$ cat src/rtl/regfile_dump.sv
// Walks register-file addresses 0..NREGS-1 and streams each value out over a
// valid/ready handshake, pulsing done_o once the last register is accepted.
module regfile_dump #(
    parameter int unsigned NREGS = 32,
    parameter int unsigned DW    = 32,
    parameter int unsigned AW    = 5
) (
    input  logic          clk_i,
    input  logic          rst_ni,
    input  logic          start_i,
    input  logic          abort_i,
    output logic [AW-1:0] rs_o,
    input  logic [DW-1:0] rdata_i,
    output logic [DW-1:0] data_o,
    output logic [AW-1:0] addr_o,
    output logic          valid_o,
    input  logic          ready_i,
    output logic          busy_o,
    output logic          done_o
);

    localparam logic [1:0] StIdle = 2'd0;
    localparam logic [1:0] StRead = 2'd1;
    localparam logic [1:0] StSend = 2'd2;
    localparam logic [1:0] StDone = 2'd3;

    localparam logic [AW-1:0] LastIdx = AW'(NREGS - 1);

    logic [1:0]    state_q, state_d;
    logic [AW-1:0] idx_q, idx_d;
    logic [DW-1:0] data_q, data_d;
    logic [AW-1:0] addr_q, addr_d;

    always_comb begin
        state_d = state_q;
        idx_d   = idx_q;
        data_d  = data_q;
        addr_d  = addr_q;
        case (state_q)
            StIdle: begin
                if (start_i) begin
                    idx_d   = '0;
                    state_d = StRead;
                end
            end
            StRead: begin
                if (abort_i) begin
                    idx_d   = '0;
                    state_d = StIdle;
                end else begin
                    data_d  = rdata_i;
                    addr_d  = idx_q;
                    state_d = StSend;
                end
            end
            StSend: begin
                // Abort wins over a transfer landing on the same edge.
                if (abort_i) begin
                    idx_d   = '0;
                    state_d = StIdle;
                end else if (ready_i) begin
                    if (idx_q == LastIdx) begin
                        state_d = StDone;
                    end else begin
                        idx_d   = idx_q + AW'(1);
                        state_d = StRead;
                    end
                end
            end
            StDone: begin
                idx_d   = '0;
                state_d = StIdle;
            end
            default: begin
                idx_d   = '0;
                state_d = StIdle;
            end
        endcase
    end

    always_ff @(posedge clk_i or negedge rst_ni) begin
        if (!rst_ni) begin
            state_q <= StIdle;
            idx_q   <= '0;
            data_q  <= '0;
            addr_q  <= '0;
        end else begin
            state_q <= state_d;
            idx_q   <= idx_d;
            data_q  <= data_d;
            addr_q  <= addr_d;
        end
    end

    // Status outputs decode straight from state so reset clears them at once.
    always_comb begin
        rs_o    = idx_q;
        data_o  = data_q;
        addr_o  = addr_q;
        valid_o = (state_q == StSend);
        busy_o  = (state_q == StRead) || (state_q == StSend);
        done_o  = (state_q == StDone);
    end

endmodule

$ cat config.mk
export PLATFORM = sky130hd
export DESIGN_NAME = regfile_dump
export DESIGN_NICKNAME = d
export VERILOG_FILES = /design/src/rtl/regfile_dump.sv
export SDC_FILE = /design/constraint.sdc
export NUM_CORES = 1
export LEC_CHECK = 0
export ABC_AREA = 1
export BUFFER_PORTS_ARGS = -buffer_cell sky130_fd_sc_hd__buf_2
export CORE_MARGIN = 2
export CORE_UTILIZATION = 51
export CTS_CLUSTER_SIZE = 12
export DETAILED_ROUTE_END_ITERATION = 8
export PLACE_DENSITY = 0.84
export SLEW_MARGIN = 20
export SYNTH_ARGS = -nofsm -noshare
export SYNTH_HDL_FRONTEND = slang
export SYNTH_SLANG_ARGS = --single-unit
$ cat constraint.sdc
create_clock -name clk_i -period 2.53 [get_ports clk_i]
set_input_delay 0 -clock clk_i [delete_from_list [all_inputs] [get_ports clk_i]]
set_output_delay 0 -clock clk_i [all_outputs]
set_load 0.05 [all_outputs]
## Word level (Yosys, flattened, before mapping)

Cells that the tools add are included.

- Bitwise operators: 1
- $add $sub $neg: 1
- Equality and inequality tests: 8
- Reduce and logical (&&, ||, !) cells: 5
- Mux-type cells: 12

Operators with widths:

| cell | count |
|---|---|
| 5-bit two-way mux | 5 |
| 5-bit one-hot mux with 4 select lines | 1 |
| 2-bit two-way mux | 5 |
| 2-bit one-hot mux with 4 select lines | 1 |
| 5-bit by 1-bit adder with 5-bit output, second input constant | 1 |
| 5-bit == test, second input constant | 1 |
| 2-bit == test, second input constant | 2 |
| 2-bit inequality test, second input constant | 2 |
| 2-bit AND reduction | 2 |
| 4-bit AND reduction | 1 |
| 3-bit by 2-bit inequality test with 1-bit output, second input constant | 1 |
| 3-bit inequality test, second input constant | 1 |
| 2-bit by 1-bit == test with 1-bit output, second input constant | 1 |
| 2-bit zero test | 1 |
| 1-bit logical OR | 1 |
| 1-bit inverter | 1 |

- Register bits: 44
- Word-level logic and storage cells: 31
- Input bits: 37

## Depth between registers and ports, before layout

- Word-level depth: 5
- Gate-level depth with buffers: 9

## Worst setup path before layout

Ideal clock, no wire load.

- Kind: reg-to-reg
- From: register idx_q[1] (netlist: rs_o[1])
- To: register idx_q[3] (netlist: rs_o[3])
- Arrival: 1.708 ns
- Buffers on the path: 0
- Path slack: 0.701 ns
- Period minus slack after synthesis: 1.829 ns
- Setup time: 0.121 ns
- Cell stages (with the launch flop): 10
- Cell sequence: dfrtp_1 -> ha_1 -> nand2_1 -> nor2_1 -> ha_1 -> nand3_1 -> nand2_1 -> nor2_4 -> nand3_1 -> nand2_1

- Word-level cells in the longest chain between the ends: 5
- Elaborated cells between the ends (all ways): 8

RTL lines:

| item | line | source |
|---|---|---|
| start: declaration | 30 | `logic [AW-1:0] idx_q, idx_d;` |
| start signal: assignment | 89 | `idx_q <= idx_d;` |
| 5-bit by 1-bit adder with 5-bit output | 65 | `idx_d = idx_q + AW'(1);` |
| 5-bit two-way mux | 62 | `if (idx_q == LastIdx) begin` |
| 5-bit two-way mux | 61 | `end else if (ready_i) begin` |
| 5-bit two-way mux | 58 | `if (abort_i) begin` |
| 5-bit one-hot mux with 4 select lines | 39 | `case (state_q)` |

Several ways; a longest one is shown, not always the timed one. The select of a mux whose other input is x is not followed.
A chain may end at the register's enable or synchronous reset.

## Worst setup path in the final report

- From: register state_q[1]
- To: register data_q[26] (netlist: data_o[26])

- Word-level cells in the longest chain between the ends: 2

RTL lines:

| item | line | source |
|---|---|---|
| start: declaration | 29 | `logic [1:0] state_q, state_d;` |
| start signal: assignment | 83 | `state_q <= StIdle;` |
| start signal: assignment | 88 | `state_q <= state_d;` |
| 2-bit by 1-bit == test with 1-bit output | 39 |  |
| 2-bit AND reduction (no line) | -- |  |
| end signal: assignment | 90 | `data_q <= data_d;` |
| end: declaration | 31 | `logic [DW-1:0] data_q, data_d;` |

No other way between the ends.

==> results.sh <==
export IMPL_run_status="completed"
export IMPL_powerDensity_nw_per_um2=1390
export IMPL_cp_max_fo=22
export IMPL_grt_pass1_vias=1448
export IMPL_fin_tns_setup_ps=0
export IMPL_drt_total_wl_um=4480
export IMPL_period_share=0.663
export IMPL_first_iter_violations=90
export IMPL_htree_levels=2
export IMPL_synthXorXnorAreaFrac=0
export IMPL_drive_above_1_share=0.510
export IMPL_synthTopCellsByCount="dfrtp_1 (44), mux2_4 (35), nand2_1 (19)"
export IMPL_die_height_um=66.6
export IMPL_clock_fmax_mhz=596
export IMPL_worst_slew_pin_slew_ps=932
export IMPL_maxCapViolations=0
export IMPL_cts_setup_buffers=0
export IMPL_r2r_start="state_q[1]"
export IMPL_synth_seq_cells=44
export IMPL_synth_compound_area_share=0.0132
export IMPL_start_util=0.537
export IMPL_hold_buffers=34
export IMPL_grt_total_usage=0.209
export IMPL_syn2layout_area_growth_pct=44.3
export IMPL_clock_path_buffers=2
export IMPL_yosysTopAreaCell="dfrtp_1"
export IMPL_root_buffer="clkbuf_8"
export IMPL_wire_per_inst_um=14.7
export IMPL_cpPeakStageDelay_ps=390
export IMPL_synth_most_common_cell="dfrtp_1"
export IMPL_required_ps=2700
export IMPL_power_mw=3.99
export IMPL_clock_sinks=44
export IMPL_slew_violations=0
export IMPL_ant_nets=0
export IMPL_worstPathCellList="inv_1 -> ha_1 -> nand2_4 -> buf_12 -> mux2_4"
export IMPL_vias=1464
export IMPL_fin_skew_ps=3.69
export IMPL_yosysWarningCount=0
export IMPL_yosysTopAreaCellShare=0.551
export IMPL_path_clk_slew_ps=80
export IMPL_cts_resized=0
export IMPL_slowest_stage="dfrtp_1"
export IMPL_synth_ff_type="dfrtp_1"
export IMPL_crit_family="flip-flops"
export IMPL_syn_area_per_cell_um2=14.6
export IMPL_grt_max_degree=45
export IMPL_drcViolationCount=0
export IMPL_gp_congestion=0.829
export IMPL_routed_via_density=4.80
export IMPL_fin_nets=299
export IMPL_synth_top_family_by_area="multiplexers"
export IMPL_num_rows=22
export IMPL_drt_pass1_iter_count=4
export IMPL_synth_area_mux_share=0.263
export IMPL_die_w_um=66.6
export IMPL_cp_arrival_ps=1850
export IMPL_io_buffers=81
export IMPL_grt_overflow=0
export IMPL_grt_pass1_wl_um=6870
export IMPL_hold_violations=0
export IMPL_relSlewSlack=0.378
export IMPL_netlist_area_um2=2000
export IMPL_rsz0062_at_grt="false"
export IMPL_crit_path_start_kind="flip-flop"
export IMPL_synthArstFlopShare=1.00
export IMPL_cts_tree="done"
export IMPL_clock_latency_ps=280
export IMPL_hold_class="input port to flip-flop"
export IMPL_dieArea_um2=4430
export IMPL_fin_crit_ps=1680
export IMPL_core_area_um2=3720
export IMPL_min_from="start_i"
export IMPL_cts_made_buffers=5
export IMPL_synthesis_nets=180
export IMPL_synthTopCellsByArea="dfrtp_1 (55%), mux2_4 (26%), ha_1 (3.8%), nand2_1 (3.6%), nand3_1 (1.8%)"
export IMPL_syn_inst=137
export IMPL_critPathKind="flip-flop to flip-flop"
export IMPL_n_antenna_cell=0
export IMPL_dp_hpwl_um=2730
export IMPL_yosysSeqAreaShare=0.551
export IMPL_p_leak_nw=1.60
export IMPL_io_pins=82
export IMPL_synth_cell_types=20
export IMPL_synth_adder_area_share=0.0376
export IMPL_path_buf_inv=2
export IMPL_setup_viol_count_final=0
export IMPL_crit_path_end_kind="flip-flop"
export IMPL_grt_antenna_before_repair=0
export IMPL_setup_worst_path_start="state_q[1]"
export IMPL_ir_worst_vdd_mv=0.850
export IMPL_synth_edf_count=0
export IMPL_yosys_area_share_simple=0.0952
-- cell usage in the layout (no fill, tap or decap), types with 2 or more instances in the layout --
cell	synthesis	layout
buf_2	0	81
dfrtp_1	44	44
mux2_4	35	35
dlygate4sd3_1	0	34
nand2_1	19	19
inv_1	7	7
nand3_1	7	7
ha_1	6	6
clkbuf_8	0	5
nor2_1	2	2
o21ai_0	2	2
nand4_1	2	2
-- report_power, final --
part           total (mW)  internal (mW)  switching, mW
combinational        2.32          0.789           1.53
clock               0.515          0.293          0.222
sequential           1.16          0.993          0.168
-- layer usage --
layer	track usage	vias to the layer above	part of all wire
met3	0.0608	8	0.063
li1	-	699	-
met1	0.273	695	0.44
met4	0.0638	0	0.014
met5	0	-	0
met2	0.338	62	0.48
-- kinds of logic (layout without fill, tap and decap cells) --
| kind of cell | count (synthesis) | count (layout) |
|---|---|---|
| buf+inv | 12 | 132 |
| mux | 35 | 35 |
| compound gates | 4 | 4 |
| flops | 44 | 44 |
| simple gates | 36 | 36 |
| fa+ha+maj | 6 | 6 |
-- metrics by stage --
step / hold slack, ps / setup slack [ps] / instances / cell area [µm²] / util
3_5_place_dp: 199 / 860 / 263 / 2430 / 0.655
5_1_grt: 191 / 773 / 305 / 2880 / 0.775
3_3_place_gp: 189 / 903 / 263 / 2430 / 0.655
4_1_cts: 190 / 840 / 305 / 2880 / 0.775
2_1_floorplan: -296 / 701 / 137 / 2000 / -
6_report: 193 / 853 / 305 / 2880 / 0.775
-- tightest hold or removal path, delay by kind of cell --
family | cells | cell delay [ps]
compound gates | 1 | 50
simple gates | 2 | 250
buf+inv | 2 | 130
-- worst paths after layout --
check	endpoint	cells past startpoint	slack, ps
worst max-delay path	data_o[26]	5	850
worst min-delay path	rs_o[2]	5	190
worst max register to register	data_o[26]	5	850
worst min register to register	addr_o[1]	1	510
max in group asynchronous	data_o[10]	2	1550
min in group asynchronous	data_o[3]	2	400
-- sequential cells by signal (all words and copies together) (netlist names) --
register	cells
data_o	32
state_q	2
addr_o	5
rs_o	5
-- final cells by class --
class	count	area, µm²
sequential	44	1100
tap	48	60.1
clock buffer	6	72.6
fill	227	835
multi-input combinational	81	817
clock inverter	2	35.0
timing repair buffer	116	766
inverter	8	30.0
(Power assumes the default switching activity.)
